===== src/rtl/period_meter_if.sv =====
// Signal bundle between a square-wave source and the period meter.
// The source side uses master; the meter uses slave.
interface period_meter_if #(
  parameter int N = 11
);
  logic         sig_in;
  logic [N-1:0] period;
  logic [N-1:0] high_time;
  logic         valid;
  logic         stable;
  logic         timeout;

  modport master (
    output sig_in,
    input  period, high_time, valid, stable, timeout
  );

  modport slave (
    input  sig_in,
    output period, high_time, valid, stable, timeout
  );
endinterface


===== src/rtl/period_meter.sv =====
// Measures rising-to-rising period and rising-to-falling high time of sig_in
// in clk cycles, with stability and saturation-timeout status.
module period_meter #(
  parameter int N = 11
) (
  input  logic           clk,
  input  logic           rst,
  period_meter_if.slave  bus
);

  typedef enum logic {
    ST_IDLE,
    ST_MEASURE
  } state_t;

  state_t       r_state;
  logic         r_s1, r_s2, r_s3;
  logic [N-1:0] r_cnt;
  logic [N-1:0] r_hcap;
  logic         r_fseen;
  logic         r_have_prev;
  logic [N-1:0] r_period;
  logic [N-1:0] r_high;
  logic         r_valid;
  logic         r_stable;
  logic         r_timeout;

  logic w_rise;
  logic w_fall;
  logic w_sat;

  assign w_rise = r_s2 & ~r_s3;
  assign w_fall = ~r_s2 & r_s3;
  assign w_sat  = (r_cnt == '1);

  always_ff @(posedge clk) begin
    if (rst) begin
      r_state     <= ST_IDLE;
      r_s1        <= 1'b0;
      r_s2        <= 1'b0;
      r_s3        <= 1'b0;
      r_cnt       <= '0;
      r_hcap      <= '0;
      r_fseen     <= 1'b0;
      r_have_prev <= 1'b0;
      r_period    <= '0;
      r_high      <= '0;
      r_valid     <= 1'b0;
      r_stable    <= 1'b0;
      r_timeout   <= 1'b0;
    end else begin
      r_s1    <= bus.sig_in;
      r_s2    <= r_s1;
      r_s3    <= r_s2;
      r_valid <= 1'b0;
      case (r_state)
        ST_IDLE: begin
          if (w_rise) begin
            r_cnt   <= N'(1);
            r_fseen <= 1'b0;
            r_state <= ST_MEASURE;
          end
        end
        ST_MEASURE: begin
          if (w_rise) begin
            // A rise with no falling edge since the reference is a glitch:
            // restart the count without reporting anything.
            if (r_fseen) begin
              r_period    <= r_cnt;
              r_high      <= r_hcap;
              r_valid     <= 1'b1;
              r_stable    <= r_have_prev && (r_cnt == r_period);
              r_timeout   <= 1'b0;
              r_have_prev <= 1'b1;
            end
            r_cnt   <= N'(1);
            r_fseen <= 1'b0;
          end else if (w_sat) begin
            r_timeout   <= 1'b1;
            r_stable    <= 1'b0;
            r_have_prev <= 1'b0;
            r_state     <= ST_IDLE;
          end else begin
            r_cnt <= r_cnt + N'(1);
            if (w_fall) begin
              r_hcap  <= r_cnt;
              r_fseen <= 1'b1;
            end
          end
        end
        default: r_state <= ST_IDLE;
      endcase
    end
  end

  assign bus.period    = r_period;
  assign bus.high_time = r_high;
  assign bus.valid     = r_valid;
  assign bus.stable    = r_stable;
  assign bus.timeout   = r_timeout;

endmodule


===== src/flat_wrapper.sv =====
// flat-port wrapper written by rule: the top's interface ports become plain ports
module period_meter_flat 
#(
  parameter int N = 11
)
  (clk, rst, bus_sig_in, bus_period, bus_high_time, bus_valid, bus_stable, bus_timeout);
  period_meter_if #(.N(N)) bus_i ();
  input  logic clk;
  input  logic rst;
  input wire logic [$bits(bus_i.sig_in)-1:0] bus_sig_in;
  output wire logic [$bits(bus_i.period)-1:0] bus_period;
  output wire logic [$bits(bus_i.high_time)-1:0] bus_high_time;
  output wire logic [$bits(bus_i.valid)-1:0] bus_valid;
  output wire logic [$bits(bus_i.stable)-1:0] bus_stable;
  output wire logic [$bits(bus_i.timeout)-1:0] bus_timeout;
  assign bus_i.sig_in = bus_sig_in;
  assign bus_period = bus_i.period;
  assign bus_high_time = bus_i.high_time;
  assign bus_valid = bus_i.valid;
  assign bus_stable = bus_i.stable;
  assign bus_timeout = bus_i.timeout;
  period_meter #(.N(N)) u_core (.clk(clk), .rst(rst), .bus(bus_i));
endmodule

===== config.mk =====
export PLATFORM = sky130hd
export DESIGN_NAME = period_meter_flat
export DESIGN_NICKNAME = d
export VERILOG_FILES = /design/src/rtl/period_meter_if.sv /design/src/rtl/period_meter.sv /design/src/flat_wrapper.sv
export SDC_FILE = /design/constraint.sdc
export NUM_CORES = 1
export LEC_CHECK = 0
export ABC_AREA = 1
export BUFFER_PORTS_ARGS = -buffer_cell sky130_fd_sc_hd__clkbuf_2
export CORE_MARGIN = 2
export CORE_UTILIZATION = 64
export CTS_BUF_LIST = sky130_fd_sc_hd__clkbuf_2 sky130_fd_sc_hd__clkbuf_4 sky130_fd_sc_hd__clkbuf_8
export DETAILED_ROUTE_END_ITERATION = 8
export PLACE_DENSITY = 0.89
export SYNTH_ARGS = -nofsm -noshare
export SYNTH_HDL_FRONTEND = slang
export SYNTH_SLANG_ARGS = --single-unit
export TNS_END_PERCENT = 20

===== constraint.sdc =====
create_clock -name clk -period 2.6 [get_ports clk]
set_input_delay 0.39 -clock clk [delete_from_list [all_inputs] [get_ports clk]]
set_output_delay 0.39 -clock clk [all_outputs]
set_load 0.01 [all_outputs]

==> reports/metrics.yaml, run 1 <==
route:
  wl_per_cell_um: 10.97
  routed_wl_mm: 4.201
  routed-via-count: 1982
  ant_nets: 0
  routed_via_density: 5.175
  first_pass_iters: 4
  drt_iter0_drc: 118
  route.detailed.drc: 0
synth:
  seq_area_frac_synth: 0.4654
  async_flop_share: 0
  synth_fp_nets: 318
  yosys.area.top_type: "dfxtp_1"
  syn_inst: 312
  avgSynthCellArea_um2: 7.307
  yosysWarnings: 0
  ys_types: 22
  synth.area.top_cells: "dfxtp_1 47%, a21oi_1 11%, inv_1 8.7%"
  ys.flop_type: "dfxtp_1"
  synth_edf_count: 0
  syn_area_mm2: 0.002280
  yosys-top-cells-count: "53 x dfxtp_1, 53 x inv_1, 53 x nand2_1, 48 x a21oi_1, 37 x o21ai_0"
  synth_top_area_frac: 0.4654
  ys_ff_latch: 53
sta:
  fmax_mhz: 565.4
  skew_ps: 10.29
  finalSetupTns_ps: 0
  fin_crit_ps: 1769
  tightest_slew_ps: 394.8
  finalCritPeriodShare: 0.6803
  hold_viol: 0
  maxSlewHeadroom: 0.7358
  finalSetupViolations: 0
  rsz0062_at_grt: "false"
  drv_slew: 0
worst_setup_path:
  r2r_end: "u_core.r_hcap[10]"
  critPathTopFamily: "simple AND/OR/NAND/NOR gates"
  critPathLaunch: "u_core.r_cnt[0]"
  cp-endpoint: "u_core.r_hcap[10]"
  worstPathRequired_ps: 2900
  worstPathMaxFanout: 22
  cp_slowest_cell: "dfxtp_1"
  critPathArrivalTime_ps: 2070
  cp-start-kind: "flop"
  crit_cells: 7
  reg2reg_from: "u_core.r_cnt[0]"
  end_kind: "flop"
  cp_num_buf_inv: 0
  path_class: "flop to flop"
  critical-path-max-stage-delay_ps: 470
  rrSetupSlack_ps: 830
  critical_path.cell_chain: "ha_1 > nand2_1 > nor2_4 > nand3_4 > nand3_2 > o21ai_0 > a21oi_1"
  reg2reg_depth: 7
power:
  powerDensity_mw_per_mm2: 502.1
  ir_drop_v: 0.0004397
  p_total_mw: 1.254
  p_leak_nw: 0.9821
floorplan:
  start_util: 0.6726
  coreArea_mm2: 0.003390
  placementRows: 21
  die_w_um: 63.68
  die_area_mm2: 0.004055
  ios: 28
  die_h_um: 63.68
clock_network:
  path_clk_slew_ps: 140
  cts_num_sinks: 53
  cts_hold_buf: 0
  htree_levels: 2
  cts_buffers: 5
  cts_setup_buffers: 0
  cts_tree: "done"
  cts-resized-gates: 0
  cts_root_buffer: "clkbuf_4"
  clk_path_buf_depth: 2
  clk_latency_ps: 370
global_routing:
  grt_use_total: 0.2368
  grt_pass1_vias: 1759
  antenna_found_initial: 0
  grt_max_degree: 28
  grt_pass1_wl_mm: 7.590
  grt_overflow: 0
placed_design:
  gp_congestion: 0.8263
  place_inst: 376
  dp_hpwl_mm: 3.099
  port_buffers: 27
finish:
  multiInputGateArea_um2: 959.7
  fillers: 292
  seq_area_mm2: 0.001061
  utilization: 0.7368
  layout.cells.non_filler: 383
  final_nets: 343
  syn2layout_area_growth_pct: 9.550
  antenna_cells: 0
  layout-drive-gt1-share: 0.1454
flow_run:
  cap_violations: 0
hold_path:
  hold_path_class: "input port to flop"
status:
  status: "finished clean"
[metrics by stage]
step | hold WS [ps] | instance area [um^2] | setup WS, ps
5_1_grt | 178.1 | 2497 | 700.3
3_3_place_gp | 392.4 | 2439 | 992.0
6_report | 188.0 | 2497 | 831.3
4_1_cts | 178.7 | 2497 | 852.0
3_5_place_dp | 395.6 | 2439 | 896.5
2_1_floorplan | 388.3 | 2280 | 1080
[registers in the layout (all words and copies together), names as in the netlist]
signal,cells
u_core.r_fseen,1
u_core.r_s3,1
u_core.bus.timeout,1
u_core.bus.high_time,11
u_core.bus.stable,1
u_core.r_have_prev,1
u_core.r_hcap,11
u_core.r_state,1
u_core.r_cnt,11
u_core.r_s2,1
u_core.r_s1,1
u_core.bus.valid,1
u_core.bus.period,11
[routing by layer]
layer | GRT usage | wire (um)
met5 | 0 | 0
met4 | 0.1114 | 104
met3 | 0.05357 | 159
met2 | 0.3868 | 1934
met1 | 0.2958 | 2002
[where the power goes]
group	switching, mW	internal (mW)	leakage, nW
Sequential	0.00745	0.819	0.428
Combinational	0.0387	0.0195	0.524
Clock	0.242	0.127	0.0303
Total	0.288	0.966	0.982
[worst min path at each step]
stage | startpoint | end | slack (ps) | cells after the start
after detailed placement | u_core.r_s1 | u_core.r_s2 | 400 | 2
after floorplan | u_core.r_s1 | u_core.r_s2 | 390 | 2
after global placement | u_core.r_s1 | u_core.r_s2 | 390 | 2
final | bus_sig_in | u_core.r_s1 | 190 | 3
after CTS | bus_sig_in | u_core.r_s1 | 180 | 3
after global routing | bus_sig_in | u_core.r_s1 | 180 | 3
[layout by cell type (no fill, tap or decap), drive strengths merged]
cell	n
nand3	15
nor3	2
or2	2
a21boi	1
a21oi	48
clkinvlp	1
ha	3
inv	54
nand4	6
clkbuf	33
nor2	23
o21ai	37
buf	3
dfxtp	53
nand2	56
[worst register-to-register path: stages, from the launching register on]
cell and delay [ps]:
dfxtp_1 470, ha_1 230, nand2_1 110, nor2_4 180, nand3_4 120, nand3_2 290
o21ai_0 160, a21oi_1 150
[layout make-up]
cell class	instances	area share
flip-flops and latches	53	0.4248
multi-input cells	193	0.3843
inverters	54	0.08116
repair buffers	30	0.06313
well taps	46	0.02305
clock buffers	6	0.02054
clock inverters	1	0.003006
[logic make-up after synthesis]
kind of cell | synth area share
simple gates | 0.2146
flops | 0.4654
fa+ha+maj | 0.01647
compound gates | 0.1899
buf+inv | 0.1136
No activity file was read; power rests on OpenSTA's default activity.
==> run 2, diff against run 1 <==
Settings changed: CORE_UTILIZATION 64 to 54, PLACE_DENSITY 0.89 to 0.8.
Clock period 2.6 ns to 1.49 ns, I/O delays scaled along.
==> reports/metrics.yaml, run 2 (same netlist as run 1, synthesis figures left out) <==
floorplan:
  coreArea_mm2: 0.004029  # was 0.003390 mm^2
  ios: 28  # unchanged
  die_area_mm2: 0.004758  # was 0.004055 mm^2
  die_w_um: 68.98  # was 63.68 um
  die_h_um: 68.98  # was 63.68 um
  start_util: 0.5658  # was 0.6726
  placementRows: 23  # was 21
global_routing:
  grt_max_degree: 36  # was 28
  grt_use_total: 0.2232  # was 0.2368
  grt_overflow: 0  # unchanged
  antenna_found_initial: 0  # unchanged
  grt_pass1_wl_mm: 7.921  # was 7.590 mm
  grt_pass1_vias: 1891  # was 1759
sta:
  fmax_mhz: 683.0  # was 565.4 MHz
  tightest_slew_ps: 264.0  # was 394.8 ps
  maxSlewHeadroom: 0.8238  # was 0.7358
  drv_slew: 0  # unchanged
  skew_ps: 7.691  # was 10.29 ps
  rsz0062_at_grt: "true"  # was false
  finalCritPeriodShare: 0.9826  # was 0.6803
  hold_viol: 0  # unchanged
  finalSetupViolations: 0  # unchanged
  fin_crit_ps: 1464  # was 1769 ps
worst_setup_path:
  worstPathRequired_ps: 1720  # was 2900 ps
  critical-path-max-stage-delay_ps: 480  # was 470 ps
  critPathArrivalTime_ps: 1690  # was 2070 ps
  critical_path.cell_chain: "nand2_2 > nor2_4 > nand3_4 > nand2_4 > buf_4 > nand3_1 > a21oi_1"  # was ha_1 > nand2_1 > nor2_4 > nand3_4 > nand3_2 > o21ai_0 > a21oi_1
  critPathTopFamily: "simple AND/OR/NAND/NOR gates"  # unchanged
  path_class: "flop to flop"  # unchanged
  cp_slowest_cell: "dfxtp_1"  # unchanged
  worstPathMaxFanout: 7  # was 22
  end_kind: "flop"  # unchanged
  cp_num_buf_inv: 1  # was 0
  cp-start-kind: "flop"  # unchanged
route:
  drt_iter0_drc: 173  # was 118
  routed_wl_mm: 4.759  # was 4.201 mm
  route.detailed.drc: 0  # unchanged
  routed-via-count: 2051  # was 1982
  first_pass_iters: 4  # unchanged
  wl_per_cell_um: 11.75  # was 10.97 um
  routed_via_density: 5.064  # was 5.175
  ant_nets: 0  # unchanged
placed_design:
  gp_congestion: 0.9517  # was 0.8263
  post_dp_cell_area_mm2: 0.002606  # was 0.002439 mm^2
  port_buffers: 27  # unchanged
  dp_hpwl_mm: 3.429  # was 3.099 mm
  place_inst: 396  # was 376
clock_network:
  path_clk_slew_ps: 90  # was 140 ps
  cts_hold_buf: 0  # unchanged
  cts_tree: "done"  # unchanged
  clk_latency_ps: 310  # was 370 ps
  htree_levels: 2  # unchanged
  clk_path_buf_depth: 2  # unchanged
  cts_num_sinks: 53  # unchanged
  cts_buffers: 5  # unchanged
  cts_root_buffer: "clkbuf_8"  # was clkbuf_4
finish:
  seq_area_mm2: 0.001064  # was 0.001061 mm^2
  stdcell_area_mm2: 0.002773  # was 0.002497 mm^2
  layout_common_cells: "53 x inv_1, 52 x nand2_1, 51 x dfxtp_1"  # was 53 x inv_1, 53 x nand2_1, 53 x dfxtp_1
  syn2layout_area_growth_pct: 21.62  # was 9.550%
  layout-drive-gt1-share: 0.2225  # was 0.1454
  antenna_cells: 0  # unchanged
  multiInputGateArea_mm2: 0.001023  # was 959.7 um^2
  final_common_cell: "inv_1"
  final_nets: 361  # was 343
  fillers: 344  # was 292
  layout.cells.non_filler: 405  # was 383
flow_run:
  cap_violations: 0  # unchanged
power:
  p_leak_nw: 1.107  # was 0.9821 nW
  ir_drop_v: 0.0005328  # was 0.0004397 V
  powerDensity_mw_per_mm2: 864.5  # was 502.1 mW/mm^2
status:
  status: "finished clean"  # unchanged
hold_path:
  hold_path_class: "input port to flop"  # unchanged
-- run 2: where the power goes --
| part | total, mW | switching [mW] | leakage (nW) | internal, mW |
|---|---|---|---|---|
| logic | 0.145 | 0.0890 | 0.635 | 0.0562 |
| registers | 1.44 | 0.00828 | 0.429 | 1.43 |
| clock network | 0.815 | 0.447 | 0.0433 | 0.368 |
| total | 2.40 | 0.545 | 1.11 | 1.85 |
-- run 2: metal layers --
layer / up-vias / global-route usage / part of all wire / routed length [um]
li1: 1074 / - / - / -
met1: 915 / 0.2695 / 0.46 / 2177
met2: 52 / 0.3894 / 0.48 / 2288
met3: 10 / 0.04383 / 0.040 / 190
met4: 0 / 0.08578 / 0.022 / 103
met5: - / 0 / 0 / 0
-- run 2: cell type report --
cell class | count | share of cell area
flip-flops and latches | 53 | 0.3836
multi-input cells | 193 | 0.3691
repair buffers | 48 | 0.1191
inverters | 54 | 0.07310
clock buffers | 6 | 0.02978
well taps | 50 | 0.02256
clock inverters | 1 | 0.002708
-- run 2: repair_timing --
item / 4_1_cts / 5_1_grt
endpoints found under the setup margin: 0 / 23
setup buffers: 0 / 2
gates resized for setup: 0 / 13
-- run 2: per-stage QoR --
stage | hold WS (ps) | setup WS, ps | setup TNS, ps | total power [mW] | utilization
global route | 108.3 | -55.91 | -72.60 | 2.498 | 0.6882
floorplan | 292.6 | 6.860 | 0 | 1.557 | -
detailed placement | 400.2 | 32.35 | 0 | 1.601 | 0.6469
global placement | 389.5 | 49.12 | 0 | 1.599 | 0.6469
finish | 103.1 | 25.88 | 0 | 2.397 | 0.6882
CTS | 96.12 | 8.134 | 0 | 2.403 | 0.6693
-- run 2: worst register-to-register path: cells and delay by family, from the launching register on --
family | cells | cell delay (ps)
buffers and inverters | 1 | 140
flip-flops | 1 | 480
AO/OA/AOI/OAI | 1 | 190
AND/OR/NAND/NOR | 5 | 570
-- run 2: worst paths after layout --
path                         from  depth (start not counted)               to  slack, ps
hold / removal         bus_sig_in                          3      u_core.r_s1        100
setup / recovery  u_core.r_cnt[2]                          7  u_core.r_cnt[6]         30
setup reg to reg  u_core.r_cnt[2]                          7  u_core.r_cnt[6]         30
hold reg to reg       u_core.r_s1                          2      u_core.r_s2        410
